### config.mk
export PLATFORM = sky130hd
export DESIGN_NAME = mem_sram_bridge_flat
export DESIGN_NICKNAME = d
export VERILOG_FILES = /design/src/rtl/mem_sram_bridge_pkg.sv /design/src/rtl/mem_sram_bridge_if.sv /design/src/rtl/mem_tag_fifo.sv /design/src/rtl/mem_sram_bridge.sv /design/src/flat_wrapper.sv
export SDC_FILE = /design/constraint.sdc
export NUM_CORES = 1
export LEC_CHECK = 0
export ABC_CLOCK_PERIOD_IN_PS = 2000
export CORE_UTILIZATION = 23
export CTS_BUF_LIST = sky130_fd_sc_hd__clkbuf_8
export DETAILED_ROUTE_END_ITERATION = 8
export HOLD_SLACK_MARGIN = 0.12
export PLACE_DENSITY = 0.8
export SKIP_LAST_GASP = 1
export SLEW_MARGIN = 10
export SYNTH_ARGS = -nofsm -noshare
export SYNTH_HDL_FRONTEND = slang
export SYNTH_HIERARCHICAL = 1
export SYNTH_SLANG_ARGS = --single-unit
### constraint.sdc
create_clock -name clk -period 2 [get_ports clk]
set_input_delay 0.3 -clock clk [delete_from_list [all_inputs] [get_ports clk]]
set_output_delay 0.3 -clock clk [all_outputs]
set_load 0.01 [all_outputs]
### src/rtl/mem_sram_bridge_pkg.sv
// rtl/mem_sram_bridge_pkg.sv - shared types and constants for the MEM-stage SRAM bridge
package mem_sram_bridge_pkg;

    localparam int DEFAULT_ADDR_W          = 32;
    localparam int DEFAULT_DATA_W          = 32;
    localparam int DEFAULT_MAX_OUTSTANDING = 4;

    // One in-flight transaction: direction, and whether its response must be dropped.
    typedef struct packed {
        logic we;
        logic discard;
    } tag_t;

endpackage

### src/rtl/mem_sram_bridge_if.sv
// rtl/mem_sram_bridge_if.sv - SRAM-like data-side bus between the bridge and the arbiter
interface mem_sram_bridge_if
    import mem_sram_bridge_pkg::*;
#(
    parameter int ADDR_W = DEFAULT_ADDR_W,
    parameter int DATA_W = DEFAULT_DATA_W
);
    logic                  req;
    logic                  wr;
    logic [DATA_W/8-1:0]   select;
    logic [ADDR_W-1:0]     addr;
    logic [DATA_W-1:0]     wdata;
    logic                  addr_ok;
    logic                  data_ok;
    logic [DATA_W-1:0]     rdata;

    modport master (
        output req, wr, select, addr, wdata,
        input  addr_ok, data_ok, rdata
    );

    modport slave (
        input  req, wr, select, addr, wdata,
        output addr_ok, data_ok, rdata
    );
endinterface

### src/rtl/mem_tag_fifo.sv
// rtl/mem_tag_fifo.sv - in-order tag FIFO with a one-shot "discard everything in flight" input
module mem_tag_fifo
    import mem_sram_bridge_pkg::*;
#(
    parameter  int DEPTH = DEFAULT_MAX_OUTSTANDING,
    localparam int PW    = $clog2(DEPTH),
    localparam int CW    = $clog2(DEPTH + 1)
) (
    input  logic          clk,
    input  logic          rst,
    input  logic          push,
    input  logic          push_we,
    input  logic          pop,
    input  logic          mark_discard,
    output tag_t          head,
    output logic [CW-1:0] count,
    output logic          full,
    output logic          empty
);
    localparam logic [PW-1:0] PTR_ONE = PW'(1);
    localparam logic [CW-1:0] CNT_ONE = CW'(1);

    tag_t          mem [DEPTH];
    logic [PW-1:0] wr_ptr;
    logic [PW-1:0] rd_ptr;

    assign head  = mem[rd_ptr];
    assign full  = (count == CW'(DEPTH));
    assign empty = (count == '0);

    always_ff @(posedge clk) begin
        if (rst) begin
            wr_ptr <= '0;
            rd_ptr <= '0;
            count  <= '0;
        end else begin
            // Marking stale slots too is harmless: a later push overwrites the whole entry.
            if (mark_discard) begin
                for (int i = 0; i < DEPTH; i++) begin
                    mem[i].discard <= 1'b1;
                end
            end
            if (push) begin
                mem[wr_ptr] <= '{we: push_we, discard: 1'b0};
                wr_ptr      <= wr_ptr + PTR_ONE;
            end
            if (pop) begin
                rd_ptr <= rd_ptr + PTR_ONE;
            end
            case ({push, pop})
                2'b10:   count <= count + CNT_ONE;
                2'b01:   count <= count - CNT_ONE;
                default: ;
            endcase
        end
    end
endmodule

### src/rtl/mem_sram_bridge.sv
// rtl/mem_sram_bridge.sv - MEM-stage to SRAM-like bus bridge with in-order, flush-aware responses
module mem_sram_bridge
    import mem_sram_bridge_pkg::*;
#(
    parameter int ADDR_W          = DEFAULT_ADDR_W,
    parameter int DATA_W          = DEFAULT_DATA_W,
    parameter int MAX_OUTSTANDING = DEFAULT_MAX_OUTSTANDING
) (
    input  logic                clk,
    input  logic                rst,
    input  logic                flush,
    input  logic                cpu_valid,
    input  logic                cpu_we,
    input  logic [DATA_W/8-1:0] cpu_sel,
    input  logic [ADDR_W-1:0]   cpu_addr,
    input  logic [DATA_W-1:0]   cpu_wdata,
    output logic                cpu_ready,
    output logic                rsp_valid,
    output logic                rsp_we,
    output logic [DATA_W-1:0]   rsp_rdata,
    output logic                busy,
    output logic                proto_err,
    mem_sram_bridge_if.master   bus
);
    localparam int CW = $clog2(MAX_OUTSTANDING + 1);

    tag_t          head;
    logic [CW-1:0] count;
    logic          full;
    logic          empty;
    logic          accept;
    logic          pop;

    assign bus.wr     = cpu_we;
    assign bus.select = cpu_sel;
    assign bus.addr   = cpu_addr;
    assign bus.wdata  = cpu_wdata;

    // Gated on the current count only, so a same-cycle pop never lets a request through when full.
    assign bus.req   = cpu_valid && !full && !flush;
    assign accept    = bus.req && bus.addr_ok;
    assign cpu_ready = accept;

    // The arbiter is flush-unaware, so a data_ok during flush still retires the head.
    assign pop       = bus.data_ok && !empty;
    assign rsp_valid = pop && !head.discard && !flush;
    assign rsp_we    = head.we;
    assign rsp_rdata = bus.rdata;
    assign busy      = (count != '0);

    mem_tag_fifo #(.DEPTH(MAX_OUTSTANDING)) u_tag_fifo (
        .clk          (clk),
        .rst          (rst),
        .push         (accept),
        .push_we      (cpu_we),
        .pop          (pop),
        .mark_discard (flush),
        .head         (head),
        .count        (count),
        .full         (full),
        .empty        (empty)
    );

    always_ff @(posedge clk) begin
        if (rst) begin
            proto_err <= 1'b0;
        end else if (bus.data_ok && empty) begin
            proto_err <= 1'b1;
        end
    end
endmodule

### src/flat_wrapper.sv
// flat-port wrapper written by rule: the top's interface ports become plain ports
module mem_sram_bridge_flat import mem_sram_bridge_pkg::*;
#(
    parameter int ADDR_W          = DEFAULT_ADDR_W,
    parameter int DATA_W          = DEFAULT_DATA_W,
    parameter int MAX_OUTSTANDING = DEFAULT_MAX_OUTSTANDING
)
  (clk, rst, flush, cpu_valid, cpu_we, cpu_sel, cpu_addr, cpu_wdata, cpu_ready, rsp_valid, rsp_we, rsp_rdata, busy, proto_err, bus_req, bus_wr, bus_select, bus_addr, bus_wdata, bus_addr_ok, bus_data_ok, bus_rdata);
  mem_sram_bridge_if #(.ADDR_W(ADDR_W), .DATA_W(DATA_W)) bus_i ();
  input  logic clk;
  input  logic rst;
  input  logic flush;
  input  logic cpu_valid;
  input  logic cpu_we;
  input  logic [DATA_W/8-1:0] cpu_sel;
  input  logic [ADDR_W-1:0] cpu_addr;
  input  logic [DATA_W-1:0] cpu_wdata;
  output logic cpu_ready;
  output logic rsp_valid;
  output logic rsp_we;
  output logic [DATA_W-1:0] rsp_rdata;
  output logic busy;
  output logic proto_err;
  output wire logic [$bits(bus_i.req)-1:0] bus_req;
  output wire logic [$bits(bus_i.wr)-1:0] bus_wr;
  output wire logic [$bits(bus_i.select)-1:0] bus_select;
  output wire logic [$bits(bus_i.addr)-1:0] bus_addr;
  output wire logic [$bits(bus_i.wdata)-1:0] bus_wdata;
  input wire logic [$bits(bus_i.addr_ok)-1:0] bus_addr_ok;
  input wire logic [$bits(bus_i.data_ok)-1:0] bus_data_ok;
  input wire logic [$bits(bus_i.rdata)-1:0] bus_rdata;
  assign bus_req = bus_i.req;
  assign bus_wr = bus_i.wr;
  assign bus_select = bus_i.select;
  assign bus_addr = bus_i.addr;
  assign bus_wdata = bus_i.wdata;
  assign bus_i.addr_ok = bus_addr_ok;
  assign bus_i.data_ok = bus_data_ok;
  assign bus_i.rdata = bus_rdata;
  mem_sram_bridge #(.ADDR_W(ADDR_W), .DATA_W(DATA_W), .MAX_OUTSTANDING(MAX_OUTSTANDING)) u_core (.clk(clk), .rst(rst), .flush(flush), .cpu_valid(cpu_valid), .cpu_we(cpu_we), .cpu_sel(cpu_sel), .cpu_addr(cpu_addr), .cpu_wdata(cpu_wdata), .cpu_ready(cpu_ready), .rsp_valid(rsp_valid), .rsp_we(rsp_we), .rsp_rdata(rsp_rdata), .busy(busy), .proto_err(proto_err), .bus(bus_i));
endmodule
==> results.rst <==
.. list-table::
   :header-rows: 1

   * - Metric
     - Value
   * - Wire length of the first global-routing pass
     - 3394 um
   * - Required time at the endpoint of the critical path
     - 2.18 ns
   * - Power per cell area
     - 968.3 nW/um^2
   * - Vias in the first global route
     - just over 700
   * - Area used by multi-input combinational logic
     - 410.4 um^2
   * - DRC errors left
     - 31
   * - Number of maximum-capacitance violations
     - 0
   * - Share of final-layout standard cells stronger than drive strength 1
     - a little under a third
   * - Die extent in y
     - 84.27 um
   * - Register area
     - 404.1 um^2
   * - Total vias in the final route
     - 680
   * - Area share of the largest cell type after synthesis
     - roughly 49%
   * - Cell types occupying the most area after synthesis
     - sky130_fd_sc_hd__buf_4 49%, sky130_fd_sc_hd__dfxtp_1 18%, sky130_fd_sc_hd__edfxtp_1 7.7%, sky130_fd_sc_hd__nor2_1 4.1%, sky130_fd_sc_hd__ha_1 4.0%
   * - Clock Sinks
     - 18
   * - Total number of yosys warnings
     - 6
   * - Setup skew after layout
     - about 0.0035 ns
   * - Row Count
     - 29
   * - Register-to-register setup slack
     - -0.01 ns
   * - Post-Route Utilization
     - 18.37%
   * - Clock-pin slew on the worst setup and hold paths
     - 0.07 ns
   * - Starting DRT DRC Count
     - 45
   * - Arrival time reported for the critical path endpoint
     - around 2.2 ns
   * - Leading area contributor after synthesis
     - sky130_fd_sc_hd__buf_4
   * - RSZ-0062 raised after global routing
     - yes
   * - Violated checks
     - design-rule violations, negative setup slack
   * - IR drop worst, VDD
     - 469.6 uV
   * - Period minus WS final
     - a little over 2 ns
   * - Detailed-route wire length
     - 2237 um
   * - Cts hold-fix bufs
     - 0
   * - Final cell count without fillers
     - 179
   * - Synthesized instance count
     - 176
   * - Crit path capture
     - u_core/u_tag_fifo/count[2]
   * - Period utilisation layout
     - 100.5%
   * - Routed wire length per instance
     - 12.50 um
   * - Final weighted congestion in routability-driven placement
     - approximately 0.75
   * - Cell at the root of the clock tree
     - sky130_fd_sc_hd__clkbuf_8
   * - Status
     - finished, violations left
   * - Placeable Area
     - 6459 um^2
   * - Die width
     - about 84 um
   * - Total count of max-transition violations in the final report
     - 0
   * - Syn_nets
     - 289
   * - Path category of the worst min-delay check
     - reg2reg
   * - Total length of routed met3 wires
     - 395 um
   * - CTS tree
     - built
   * - Placed Cells incl. Taps
     - between 150 and 200
   * - Worst reg2reg path depth
     - 11
   * - Max stage delay on crit path
     - ~0.35 ns
   * - Remaining antenna violation count after routing
     - 0
   * - Highest routing layer actually used
     - met4
   * - Upper clock frequency limit
     - 497.4 MHz
   * - Cell family with most CP delay
     - simple AND/OR/NAND/NOR gates
   * - CTS HTree Levels
     - 1
   * - Number of ports placed on the die boundary
     - 214
   * - Signed area change from the synthesized netlist to the final layout
     - -23.79%
   * - Worst-Margin Slew
     - 0.2411 ns
   * - Series of cell instances along the critical path
     - inv_2 > and3_4 > nor3b_4 > and2_4 > inv_2 > ha_4 > inv_2 > fa_2 > xor2_1 > or3_1 > a21oi_2
   * - Via count normalized by instance count
     - roughly 3.8
   * - Syn_area_per_cell
     - 8.844 um^2
   * - Max-Slew Margin vs Limit
     - 83.89%
   * - Detailed-routing wirelength on met1
     - a little over 700 um
   * - Starting utilization of the core area
     - roughly a quarter
   * - Slowest cell on the critical path
     - sky130_fd_sc_hd__fa_2
   * - Final #Nets
     - 216
   * - Critical path launch point
     - u_core/u_tag_fifo/count[0]
   * - Endpoint kind of the worst setup timing path
     - flop
   * - Later-pin clock latency in the skew report
     - between 0.2 and 0.3 ns
   * - Met2 layer wire length in the routed design
     - 1031 um
   * - Worst r2r dst
     - u_core/u_tag_fifo/count[2]
   * - Critical setup path kind
     - reg2reg
   * - # port buffers
     - 13
   * - Final total power
     - 0.001149 W
   * - Startpoint kind of the worst setup timing path
     - flop
   * - Overall fraction of global-route tracks in use
     - 6.088%
   * - Leakage power figure
     - 0.4449 nW
   * - Antenna Cells
     - 0
   * - Full die area
     - ~7000 um^2
   * - Filler Cell Count
     - 716
   * - First-pass iteration count of the detailed router
     - 6
   * - Number of buffer and inverter stages on the critical path
     - 3
   * - Number of buffers created by CTS
     - 3
   * - Largest net degree at the start of global routing
     - 11
   * - Logic depth of the worst path, buffers included
     - 11
   * - Cell variety after synth
     - 23
   * - Post-synthesis register bit count
     - 18
   * - Most used cell, CP
     - sky130_fd_sc_hd__inv_2
   * - Initial antenna violation count
     - 0
   * - Critical-path maximum fanout
     - 3
   * - Startpoint of the most critical register-to-register path
     - u_core/u_tag_fifo/count[0]
   * - Fraction of the yosys area taken by sequential cells
     - 25.72%
   * - Setup slack of the critical path after layout
     - -0.01044 ns
   * - Number of failing setup endpoints in the final timing report
     - 1
   * - Worst-case clock buffer depth
     - 2
   * - Synth Cell Area
     - 1556 um^2
   * - Global route total overflow
     - 0
   * - Hold violation total from the final report
     - 0
   * - Detailed placement HPWL
     - 1752 um
worst reg2reg max path, delay by kind of cell, from the launching register on:
kind                       cells  cell delay [ns]
and+or+nand+nor                4             0.69
adders and majority gates      2             0.48
AOI/OAI and AO/OA              1             0.14
buffers and inverters          3             0.15
DFF                            1             0.34
xor gates and xnor gates       1             0.15
cells in the mapped netlist:
master	n
sky130_fd_sc_hd__buf_2	1
sky130_fd_sc_hd__edfxtp_1	4
sky130_fd_sc_hd__fa_1	1
sky130_fd_sc_hd__and2_1	5
sky130_fd_sc_hd__mux2i_1	1
sky130_fd_sc_hd__nor3_1	1
sky130_fd_sc_hd__nor2_1	17
sky130_fd_sc_hd__or3_1	2
sky130_fd_sc_hd__buf_4	101
sky130_fd_sc_hd__xnor2_1	2
sky130_fd_sc_hd__nand2_1	1
sky130_fd_sc_hd__ha_1	5
sky130_fd_sc_hd__o21ai_0	1
sky130_fd_sc_hd__a21oi_1	3
sky130_fd_sc_hd__nor3b_2	1
sky130_fd_sc_hd__inv_1	6
sky130_fd_sc_hd__nor2b_4	1
sky130_fd_sc_hd__and3_1	1
sky130_fd_sc_hd__dfxtp_1	14
sky130_fd_sc_hd__xor2_1	3
sky130_fd_sc_hd__nor3b_1	1
sky130_fd_sc_hd__nor2b_1	2
sky130_fd_sc_hd__mux4_2	2
what timing repair did:
| action | in CTS | in global routing |
|---|---|---|
| gates resized for setup | 7 | 3 |
| cloned | 0 | 0 |
| pin swaps | 1 | 0 |
| endpoints found under the setup margin | 4 | 3 |
| setup buffers | 2 | 0 |
layout by cell type, fill, tap and decap left out:
cell type and instances:
sky130_fd_sc_hd__nand2_1 1, sky130_fd_sc_hd__ha_1 4, sky130_fd_sc_hd__dfxtp_2 3, sky130_fd_sc_hd__nor3b_2 1, sky130_fd_sc_hd__mux4_2 2, sky130_fd_sc_hd__ha_4 1, sky130_fd_sc_hd__a21oi_2 1, sky130_fd_sc_hd__clkbuf_8 3
sky130_fd_sc_hd__and2_1 4, sky130_fd_sc_hd__a21oi_1 2, sky130_fd_sc_hd__dlygate4sd2_1 4, sky130_fd_sc_hd__nor2b_1 2, sky130_fd_sc_hd__nor3b_4 1, sky130_fd_sc_hd__nor2_1 16, sky130_fd_sc_hd__dfxtp_1 11, sky130_fd_sc_hd__buf_4 11
sky130_fd_sc_hd__o21ai_0 1, sky130_fd_sc_hd__clkdlybuf4s50_1 9, sky130_fd_sc_hd__and3_4 1, sky130_fd_sc_hd__inv_1 3, sky130_fd_sc_hd__xor2_1 3, sky130_fd_sc_hd__xnor2_1 2, sky130_fd_sc_hd__nor3_1 1, sky130_fd_sc_hd__and2_4 1
sky130_fd_sc_hd__mux2i_1 1, sky130_fd_sc_hd__edfxtp_1 4, sky130_fd_sc_hd__or3_1 2, sky130_fd_sc_hd__fa_2 1, sky130_fd_sc_hd__nor2b_4 1, sky130_fd_sc_hd__nor2_2 1, sky130_fd_sc_hd__inv_2 4
power by group:
group	switching [W]	internal (W)	leakage, nW
clock	0.000112	0.000136	0.0269
sequential	0.0000335	0.000421	0.151
combinational	0.000188	0.000258	0.267
total	0.000334	0.000815	0.445
kinds of logic (layout without fill, tap and decap cells):
group           after synthesis  in the layout  synth area share (%)
simple gates                 32             32                 10.85
flops                        18             18                 25.72
compound gates                4              4                 1.286
mux                           3              3                 3.537
xor+xnor                      5              5                 2.814
fa+ha+maj                     6              6                 5.306
buf+inv                     108             34                 50.48
worst min path at each step:
stage | from | endpoint | slack, ns | depth (start not counted)
2_1_floorplan | rst | u_core/proto_err | 0.37 | 1
3_3_place_gp | u_core/u_tag_fifo/mem[0][0] | u_core/u_tag_fifo/mem[0][0] | 0.45 | 2
3_5_place_dp | u_core/proto_err | u_core/proto_err | 0.45 | 2
4_1_cts | u_core/proto_err | u_core/proto_err | 0.47 | 2
5_1_grt | u_core/u_tag_fifo/mem[2][0] | u_core/u_tag_fifo/mem[2][0] | 0.52 | 2
6_report | u_core/u_tag_fifo/mem[2][0] | u_core/u_tag_fifo/mem[2][0] | 0.47 | 2
layer usage:
layer  global-route usage [%]  vias up
met3                    3.638       20
li1                         -      300
met2                    8.346       76
met4                    7.994        0
met5                        0        -
met1                    5.559      284
final cells by class:
cell class,count,share of cell area (%)
Sequential cell,18,34.07
Inverter,6,1.899
Timing Repair Buffer,24,17.51
Tap cell,77,8.122
Multi-Input combinational cell,50,34.60
Clock inverter,1,0.3165
Clock buffer,3,3.481
per-stage QoR:
stage | worst slack (ns) | instance area (um^2) | TNS, ns | hold slack (ns)
final | -0.01044 | 1186 | -0.01044 | 0.4664
after global routing | -0.1116 | 1186 | -0.1190 | 0.5170
after CTS | 0.007193 | 1175 | 0 | 0.4712
after detailed placement | -0.3025 | 1109 | -0.6188 | 0.4544
after global placement | -0.2143 | 1109 | -0.4443 | 0.4485
after floorplan | 0.007072 | 1578 | 0 | 0.3724
No activity file was read; power rests on OpenSTA's default activity.
